File: src/rtl/pc_stall_controller_pkg.sv
// Shared definitions for the PC/fetch/decode stall controller.
// The pipeline registers and the program counter use the same state
// encoding and register-specifier width, so they live here.
package pc_stall_controller_pkg;

  // Register-specifier width used by decode and EX.
  localparam int REG_W = 5;

  // Controller states. The encoding is fixed so that other blocks can
  // decode the debug state bus directly.
  typedef enum logic [1:0] {
    ST_RUN        = 2'd0,
    ST_LOAD_STALL = 2'd1,
    ST_MDU_WAIT   = 2'd2,
    ST_FLUSH      = 2'd3
  } state_t;

endpackage

File: src/rtl/pc_stall_controller_if.sv
// Bundle of pipeline status inputs and stall/flush controls exchanged
// between the pipeline (master) and the stall controller (slave).
//
// Flow control: imem_valid qualifies the instruction at the fetch output.
// keep_pc is the stall side of the handshake: when it is high the PC and
// fetch stage hold, so the fetched instruction is not consumed that cycle.
// The fetch output is consumed only in a cycle with imem_valid=1 and
// keep_pc=0. mdu_start/mdu_done are single-cycle pulses, not levels.
interface pc_stall_controller_if #(
  parameter int REG_W = 5,
  parameter int CNT_W = 16
) ();
  import pc_stall_controller_pkg::*;

  // Pipeline status
  logic             imem_valid;
  logic [REG_W-1:0] id_rs;
  logic [REG_W-1:0] id_rt;
  logic             id_uses_rs;
  logic             id_uses_rt;
  logic             id_is_mdu;
  logic             ex_is_load;
  logic [REG_W-1:0] ex_load_rt;
  logic             branch_taken;
  logic             mdu_done;

  // Controls back to the pipeline and PC
  logic             keep_pc;
  logic             id_bubble;
  logic             if_flush;
  logic             mdu_start;
  logic             mdu_timeout;
  logic [CNT_W-1:0] stall_count;

  // Current controller state, for observation
  state_t           dbg_state;

  modport master (
    output imem_valid, id_rs, id_rt, id_uses_rs, id_uses_rt, id_is_mdu,
           ex_is_load, ex_load_rt, branch_taken, mdu_done,
    input  keep_pc, id_bubble, if_flush, mdu_start, mdu_timeout,
           stall_count, dbg_state
  );

  modport slave (
    input  imem_valid, id_rs, id_rt, id_uses_rs, id_uses_rt, id_is_mdu,
           ex_is_load, ex_load_rt, branch_taken, mdu_done,
    output keep_pc, id_bubble, if_flush, mdu_start, mdu_timeout,
           stall_count, dbg_state
  );

endinterface

File: src/rtl/pc_stall_controller_load_use_detector.sv
// Load-use hazard detector: flags when the instruction in decode reads
// the register that the load currently in EX is about to write.
// Register 0 is hard-wired to zero, so it never creates a hazard.
module pc_stall_controller_load_use_detector #(
  parameter int REG_W = 5
) (
  input  logic             ex_is_load,
  input  logic [REG_W-1:0] ex_load_rt,
  input  logic             id_uses_rs,
  input  logic [REG_W-1:0] id_rs,
  input  logic             id_uses_rt,
  input  logic [REG_W-1:0] id_rt,
  output logic             hazard
);

  logic rs_match;
  logic rt_match;

  // Compare each source operand that decode actually reads against the load target.
  always_comb begin
    rs_match = id_uses_rs && (id_rs == ex_load_rt);
    rt_match = id_uses_rt && (id_rt == ex_load_rt);
    hazard   = ex_is_load && (ex_load_rt != '0) && (rs_match || rt_match);
  end

endmodule

File: src/rtl/pc_stall_controller.sv
// PC / fetch / decode stall controller. Each cycle decides whether the PC
// holds, whether decode->EX gets a bubble and whether fetch/decode are
// flushed, based on I-mem readiness, load-use hazards, multi-cycle MDU
// operations and taken branches resolved in EX. Also keeps a sticky MDU
// timeout flag and a saturating count of PC-hold cycles.
module pc_stall_controller #(
  parameter int REG_W       = pc_stall_controller_pkg::REG_W,
  parameter int CNT_W       = 16,
  parameter int MDU_TIMEOUT = 64
) (
  input logic                  clk,
  input logic                  reset_n,
  pc_stall_controller_if.slave bus
);
  import pc_stall_controller_pkg::*;

  // Wide enough to hold MDU_TIMEOUT itself, where the counter parks.
  localparam int WAIT_W = $clog2(MDU_TIMEOUT + 1);

  state_t             state;
  state_t             state_nx;
  logic               load_use;
  logic               keep_pc;
  logic               id_bubble;
  logic               if_flush;
  logic               mdu_start;
  logic [WAIT_W-1:0]  wait_cnt;
  logic               mdu_timeout;
  logic [CNT_W-1:0]   stall_cnt;

  pc_stall_controller_load_use_detector #(
    .REG_W (REG_W)
  ) u_load_use_detector (
    .ex_is_load (bus.ex_is_load),
    .ex_load_rt (bus.ex_load_rt),
    .id_uses_rs (bus.id_uses_rs),
    .id_rs      (bus.id_rs),
    .id_uses_rt (bus.id_uses_rt),
    .id_rt      (bus.id_rt),
    .hazard     (load_use)
  );

  // State register.
  always_ff @(posedge clk or negedge reset_n) begin
    if (!reset_n) begin
      state <= ST_RUN;
    end else begin
      state <= state_nx;
    end
  end

  // Next-state and same-cycle control outputs, highest priority first.
  // MDU_WAIT is resolved before everything else: the in-flight MDU op is
  // older than anything in EX, and mdu_done is a single pulse that must
  // not be lost to an I-mem stall in the same cycle.
  always_comb begin
    state_nx  = state;
    keep_pc   = 1'b0;
    id_bubble = 1'b0;
    if_flush  = 1'b0;
    mdu_start = 1'b0;
    if (state == ST_MDU_WAIT) begin
      if (bus.mdu_done) begin
        state_nx = ST_RUN;
      end else begin
        keep_pc   = 1'b1;
        id_bubble = 1'b1;
      end
    end else if (bus.branch_taken) begin
      if_flush  = 1'b1;
      id_bubble = 1'b1;
      state_nx  = ST_FLUSH;
    end else if (state == ST_FLUSH) begin
      // Decode holds a squashed instruction, so its hazards are meaningless.
      id_bubble = 1'b1;
      keep_pc   = !bus.imem_valid;
      state_nx  = ST_RUN;
    end else if (!bus.imem_valid) begin
      keep_pc   = 1'b1;
      id_bubble = 1'b1;
    end else if (state == ST_LOAD_STALL) begin
      // The single stall cycle has elapsed; the load result now forwards.
      state_nx = ST_RUN;
    end else if (bus.id_is_mdu) begin
      mdu_start = 1'b1;
      keep_pc   = 1'b1;
      id_bubble = 1'b1;
      state_nx  = ST_MDU_WAIT;
    end else if (load_use) begin
      keep_pc   = 1'b1;
      id_bubble = 1'b1;
      state_nx  = ST_LOAD_STALL;
    end
  end

  // MDU wait-cycle counter and sticky timeout flag. The counter restarts on
  // every entry to MDU_WAIT and parks at MDU_TIMEOUT.
  always_ff @(posedge clk or negedge reset_n) begin
    if (!reset_n) begin
      wait_cnt    <= '0;
      mdu_timeout <= 1'b0;
    end else if (state != ST_MDU_WAIT && state_nx == ST_MDU_WAIT) begin
      wait_cnt <= '0;
    end else if (state == ST_MDU_WAIT && !bus.mdu_done &&
                 wait_cnt != WAIT_W'(MDU_TIMEOUT)) begin
      wait_cnt <= wait_cnt + 1'b1;
      if (wait_cnt == WAIT_W'(MDU_TIMEOUT - 1)) begin
        mdu_timeout <= 1'b1;
      end
    end
  end

  // Saturating count of cycles in which the PC was held.
  always_ff @(posedge clk or negedge reset_n) begin
    if (!reset_n) begin
      stall_cnt <= '0;
    end else if (keep_pc && stall_cnt != '1) begin
      stall_cnt <= stall_cnt + 1'b1;
    end
  end

  assign bus.keep_pc     = keep_pc;
  assign bus.id_bubble   = id_bubble;
  assign bus.if_flush    = if_flush;
  assign bus.mdu_start   = mdu_start;
  assign bus.mdu_timeout = mdu_timeout;
  assign bus.stall_count = stall_cnt;
  assign bus.dbg_state   = state;

endmodule

File: src/flat_wrapper.sv
// flat-port wrapper written by rule: the top's interface ports become plain ports
module pc_stall_controller_flat import pc_stall_controller_pkg::*;
#(
  parameter int REG_W       = pc_stall_controller_pkg::REG_W,
  parameter int CNT_W       = 16,
  parameter int MDU_TIMEOUT = 64
)
  (clk, reset_n, bus_imem_valid, bus_id_rs, bus_id_rt, bus_id_uses_rs, bus_id_uses_rt, bus_id_is_mdu, bus_ex_is_load, bus_ex_load_rt, bus_branch_taken, bus_mdu_done, bus_keep_pc, bus_id_bubble, bus_if_flush, bus_mdu_start, bus_mdu_timeout, bus_stall_count, bus_dbg_state);
  pc_stall_controller_if #(.REG_W(REG_W), .CNT_W(CNT_W)) bus_i ();
  input logic clk;
  input logic reset_n;
  input wire logic [$bits(bus_i.imem_valid)-1:0] bus_imem_valid;
  input wire logic [$bits(bus_i.id_rs)-1:0] bus_id_rs;
  input wire logic [$bits(bus_i.id_rt)-1:0] bus_id_rt;
  input wire logic [$bits(bus_i.id_uses_rs)-1:0] bus_id_uses_rs;
  input wire logic [$bits(bus_i.id_uses_rt)-1:0] bus_id_uses_rt;
  input wire logic [$bits(bus_i.id_is_mdu)-1:0] bus_id_is_mdu;
  input wire logic [$bits(bus_i.ex_is_load)-1:0] bus_ex_is_load;
  input wire logic [$bits(bus_i.ex_load_rt)-1:0] bus_ex_load_rt;
  input wire logic [$bits(bus_i.branch_taken)-1:0] bus_branch_taken;
  input wire logic [$bits(bus_i.mdu_done)-1:0] bus_mdu_done;
  output wire logic [$bits(bus_i.keep_pc)-1:0] bus_keep_pc;
  output wire logic [$bits(bus_i.id_bubble)-1:0] bus_id_bubble;
  output wire logic [$bits(bus_i.if_flush)-1:0] bus_if_flush;
  output wire logic [$bits(bus_i.mdu_start)-1:0] bus_mdu_start;
  output wire logic [$bits(bus_i.mdu_timeout)-1:0] bus_mdu_timeout;
  output wire logic [$bits(bus_i.stall_count)-1:0] bus_stall_count;
  output wire logic [$bits(bus_i.dbg_state)-1:0] bus_dbg_state;
  assign bus_i.imem_valid = bus_imem_valid;
  assign bus_i.id_rs = bus_id_rs;
  assign bus_i.id_rt = bus_id_rt;
  assign bus_i.id_uses_rs = bus_id_uses_rs;
  assign bus_i.id_uses_rt = bus_id_uses_rt;
  assign bus_i.id_is_mdu = bus_id_is_mdu;
  assign bus_i.ex_is_load = bus_ex_is_load;
  assign bus_i.ex_load_rt = bus_ex_load_rt;
  assign bus_i.branch_taken = bus_branch_taken;
  assign bus_i.mdu_done = bus_mdu_done;
  assign bus_keep_pc = bus_i.keep_pc;
  assign bus_id_bubble = bus_i.id_bubble;
  assign bus_if_flush = bus_i.if_flush;
  assign bus_mdu_start = bus_i.mdu_start;
  assign bus_mdu_timeout = bus_i.mdu_timeout;
  assign bus_stall_count = bus_i.stall_count;
  assign bus_dbg_state = bus_i.dbg_state;
  pc_stall_controller #(.REG_W(REG_W), .CNT_W(CNT_W), .MDU_TIMEOUT(MDU_TIMEOUT)) u_core (.clk(clk), .reset_n(reset_n), .bus(bus_i));
endmodule
File: config.mk
export PLATFORM = sky130hd
export DESIGN_NAME = pc_stall_controller_flat
export DESIGN_NICKNAME = d
export VERILOG_FILES = /design/src/rtl/pc_stall_controller_pkg.sv /design/src/rtl/pc_stall_controller_if.sv /design/src/rtl/pc_stall_controller_load_use_detector.sv /design/src/rtl/pc_stall_controller.sv /design/src/flat_wrapper.sv
export SDC_FILE = /design/constraint.sdc
export NUM_CORES = 1
export LEC_CHECK = 0
export CAP_MARGIN = 15
export CORE_MARGIN = 2
export CORE_UTILIZATION = 41
export CTS_CLUSTER_DIAMETER = 200
export DETAILED_ROUTE_END_ITERATION = 6
export PLACE_DENSITY_LB_ADDON = 0.12
export RECOVER_POWER = 25
export SYNTH_ARGS = -nofsm -noshare
export SYNTH_HDL_FRONTEND = slang
export SYNTH_SLANG_ARGS = --single-unit
export TNS_END_PERCENT = 5
File: constraint.sdc
create_clock -name clk -period 1.7 [get_ports clk]
set_clock_uncertainty 0.15 [all_clocks]
set_input_delay 0.34 -clock clk [delete_from_list [all_inputs] [get_ports clk]]
set_output_delay 0.34 -clock clk [all_outputs]
set_load 0.02 [all_outputs]
==> results.md, run 1 <==
- Final core utilization: 0.689
- Worst hold margin: roughly 0.33 ns
- Routed Antenna Nets: 0
- Tightest Pin Transition: 0.625 ns
- Category of the worst setup path launch point: input port
- GP Congestion: about 0.74
- Mux contribution to synthesized area: 0
- Instance count after placement with tap cells included: around 280
- Syn-to-layout area delta: 59.5%
- CTS H-tree lvls: 1
- Synth Area in Compound Gates: 0.0786
- Wirelength per Cell: 12.8 um
- Reg-to-reg critical path startpoint: u_core.bus.dbg_state[0]$_DFF_PN0_
- Width of the chip: 63.8 um
- CTS Buffer Depth: 2
- CP required: roughly 1.2 ns
- Total power after layout: ~2500 uW
- IO Pins: 47
- Type of the worst setup path: in2out
- Power Dens Cells: approximately 1100 nW/um^2
- Critical path fanouts, max: 2
- Number of filler cells placed in the layout: roughly 290
- Number of synthesis warnings: 0
- Synthesis-stage register bit count: 26
- Sum of overflow across all layers after global routing: 0
- Tmin final: 2.23 ns
- Largest net degree at the start of global routing: 27
- Max-slew headroom at the worst pin: 0.584
- Max-slew violations: 0
- Synthesized net count: roughly 180
- Post-synth cell types: 35
- Core box area: 3390 um^2
- Final std cells w/o fill: 284
- Clk sinks: 26
- Antenna violations before repair: 0
- Crit path arrival time: roughly 1.7 ns
- Largest family of logic cells by synthesized area: simple AND/OR/NAND/NOR gates
- Drt via density: 4.97
- Final Routed Wirelength: approximately 3600 um
- Share of synthesized registers carrying an async set or reset: 1.00
- Total Nets Final: approximately 270
- DR pass1 iterations: 4
- Number of diodes: 0
- Buffers added on ports: 46
- Netlist area before placement: roughly 1500 um^2
- Setup repair after global routing missed its margin: true
- Number of max-cap violations: 0
- # setup viols final: 21
- Initial Util: 0.432
- Die ar.: approximately 4100 um^2
- Outcome: finished, violations left
- Layout cell share with drive strength beyond 1: 0.387
- Mean instance size in the synthesized netlist: between 9 and 10 um^2
- Number of hold-repair buffers added at the cts stage: 0
- First-pass GRT wire length: around 6400 um
- Final Hold Vio Count: 0
- Synth Area in Simple Gates: 0.246
- Crit path launch: bus_ex_load_rt[2]
- CTS tree: built
- All-Layer GR Usage: 0.197
- Violated checks: negative setup slack
- Post-detailed-placement half-perimeter wirelength: 2740 um
- Critical path endpoint category: output port
- Cell count after synthesis: between 100 and 150
- Number of enable flip-flop cells after synthesis: 0
- Post-detailed-route DRC marker count: 0
- Clock transition time at the flip-flop clock pins of the worst setup and hold paths: ~0.13 ns
- Setup slack on the worst flop-to-flop path: -0.29 ns
- Later-pin clock latency in the skew report: 0.33 ns
- Hold Crit Class: reg2reg
- Primary FF master, synth: dfrtp_1
- Seq/Total Area, Yosys: 0.444
- Final worst-path cycle share: 1.31
- Vias in the first global route: approximately 1500
- Share of the synthesized netlist area taken by xor and xnor gates: 0.179
- Vertical extent of the die: 63.8 um
- CTS buffer count: 3
- F_max: ~450 MHz
- Count of standard-cell rows: 21
- Min-Delay Startpoint: u_core.bus.mdu_timeout$_DFFE_PN0P_
- Clock Tree Root: clkbuf_4
- Post-route setup slack: -0.532 ns
- Via count of the routed design: between 1000 and 1500
- Leakage power of the design: ~0.0011 uW
- Peak supply drop: 628 uV
- Area share of fa/ha/maj cells after synthesis: 0.0256
- DR iter-0 viols: 45
final timing paths:
check	end	cells past startpoint
worst max-delay path	bus_id_bubble	7
worst min-delay path	u_core.bus.mdu_timeout$_DFFE_PN0P_	1
worst max register to register	u_core.bus.stall_count[7]$_DFFE_PN0P_	10
worst min register to register	u_core.bus.mdu_timeout$_DFFE_PN0P_	1
max in group asynchronous	u_core.bus.dbg_state[1]$_DFF_PN0_	2
min in group asynchronous	u_core.bus.stall_count[0]$_DFFE_PN0P_	2
registers in the layout (all words and copies together) (netlist names):
name and count:
u_core.bus.stall_count 16, u_core.wait_cnt 7, u_core.bus.dbg_state 2, u_core.bus.mdu_timeout 1
metal layers:
layer,GRT usage,routed length (um),up-vias
met2,0.326,1740,54
met5,0,0,-
li1,-,-,698
met3,0.0423,209,7
met4,0.0788,68,0
met1,0.250,1610,653
critical path: stages:
cell      delay (ns)
buf_6           0.09
or4_4           0.53
o21ai_2         0.15
and2b_1         0.21
o21bai_1        0.15
a32oi_2         0.11
buf_4           0.17
final cells by class:
| class | count | area, um^2 | share of cell area |
|---|---|---|---|
| multi-input cells | 115 | 872 | 0.374 |
| repair buffers | 89 | 709 | 0.304 |
| flip-flops and latches | 26 | 654 | 0.280 |
| well taps | 46 | 57.6 | 0.0247 |
| clock buffers | 4 | 26.3 | 0.0113 |
| inverters | 4 | 15.0 | 0.00643 |
cells by family (layout without fill, tap and decap cells):
logic type                 after synthesis  count (layout)
adders and majority gates                3               3
AOI/OAI and AO/OA                       17              17
DFF                                     26              26
xor gates and xnor gates                30              30
and+or+nand+nor                         65              65
buffers and inverters                    8              97
where the power goes:
part	total (uW)	internal, uW	switching (uW)
combinational	1320	654	668
sequential	887	764	123
clock	276	92.1	184
stage by stage:
| stage | TNS (ns) | worst slack, ns | area, um^2 |
|---|---|---|---|
| after global placement | -18.09 | -1.24 | 2280 |
| after CTS | -5.90 | -0.564 | 2330 |
| after floorplan | -3.56 | -0.272 | 1480 |
| final | -6.29 | -0.532 | 2330 |
| after detailed placement | -19.17 | -1.26 | 2280 |
| after global routing | -7.68 | -0.598 | 2330 |
timing repair:
action	4_1_cts	5_1_grt
gates resized for setup	85	30
setup endpoints to repair	43	37
pin swaps	21	8
buffers inserted	4	1
placed cells by master, fill, tap and decap left out, types with 3 or more instances in the layout:
master / synthesis / routed
o21ai_0: 3 / 3
inv_1: 4 / 3
buf_6: 1 / 6
xor2_1: 6 / 6
xnor2_1: 24 / 23
and3_1: 3 / 3
clkbuf_2: 0 / 11
dlygate4sd2_1: 0 / 16
nand3_1: 5 / 4
dfrtp_2: 0 / 3
clkbuf_4: 0 / 3
nand4_1: 13 / 13
and2_1: 4 / 4
clkdlybuf4s50_1: 0 / 7
nand2_1: 13 / 12
ha_1: 3 / 3
buf_4: 0 / 41
dfrtp_1: 26 / 23
buf_2: 0 / 3
a21oi_1: 6 / 4
nor2_1: 12 / 9
cell usage after synthesis (2+ instances only):
master,instances,area share
o21ai_0,3,0.010
and2_1,4,0.017
nand2_1,13,0.033
xor2_1,6,0.036
dfrtp_1,26,0.44
nor2_1,12,0.031
xnor2_1,24,0.14
and3_1,3,0.013
o22ai_1,2,0.0085
a21oi_1,6,0.021
inv_1,4,0.010
nand4_1,13,0.056
clkbuf_1,3,0.0077
nor4_1,2,0.0085
ha_1,3,0.026
nand3_1,5,0.017
nand2b_1,2,0.0085
Note: power is estimated with default switching activity, not from simulation.
==> inputs of run 2 (changes only) <==
- CAP_MARGIN: 15 -> 20
==> results of run 2 <==
The final DEF is identical to that of run 1; final timing and power are the same.
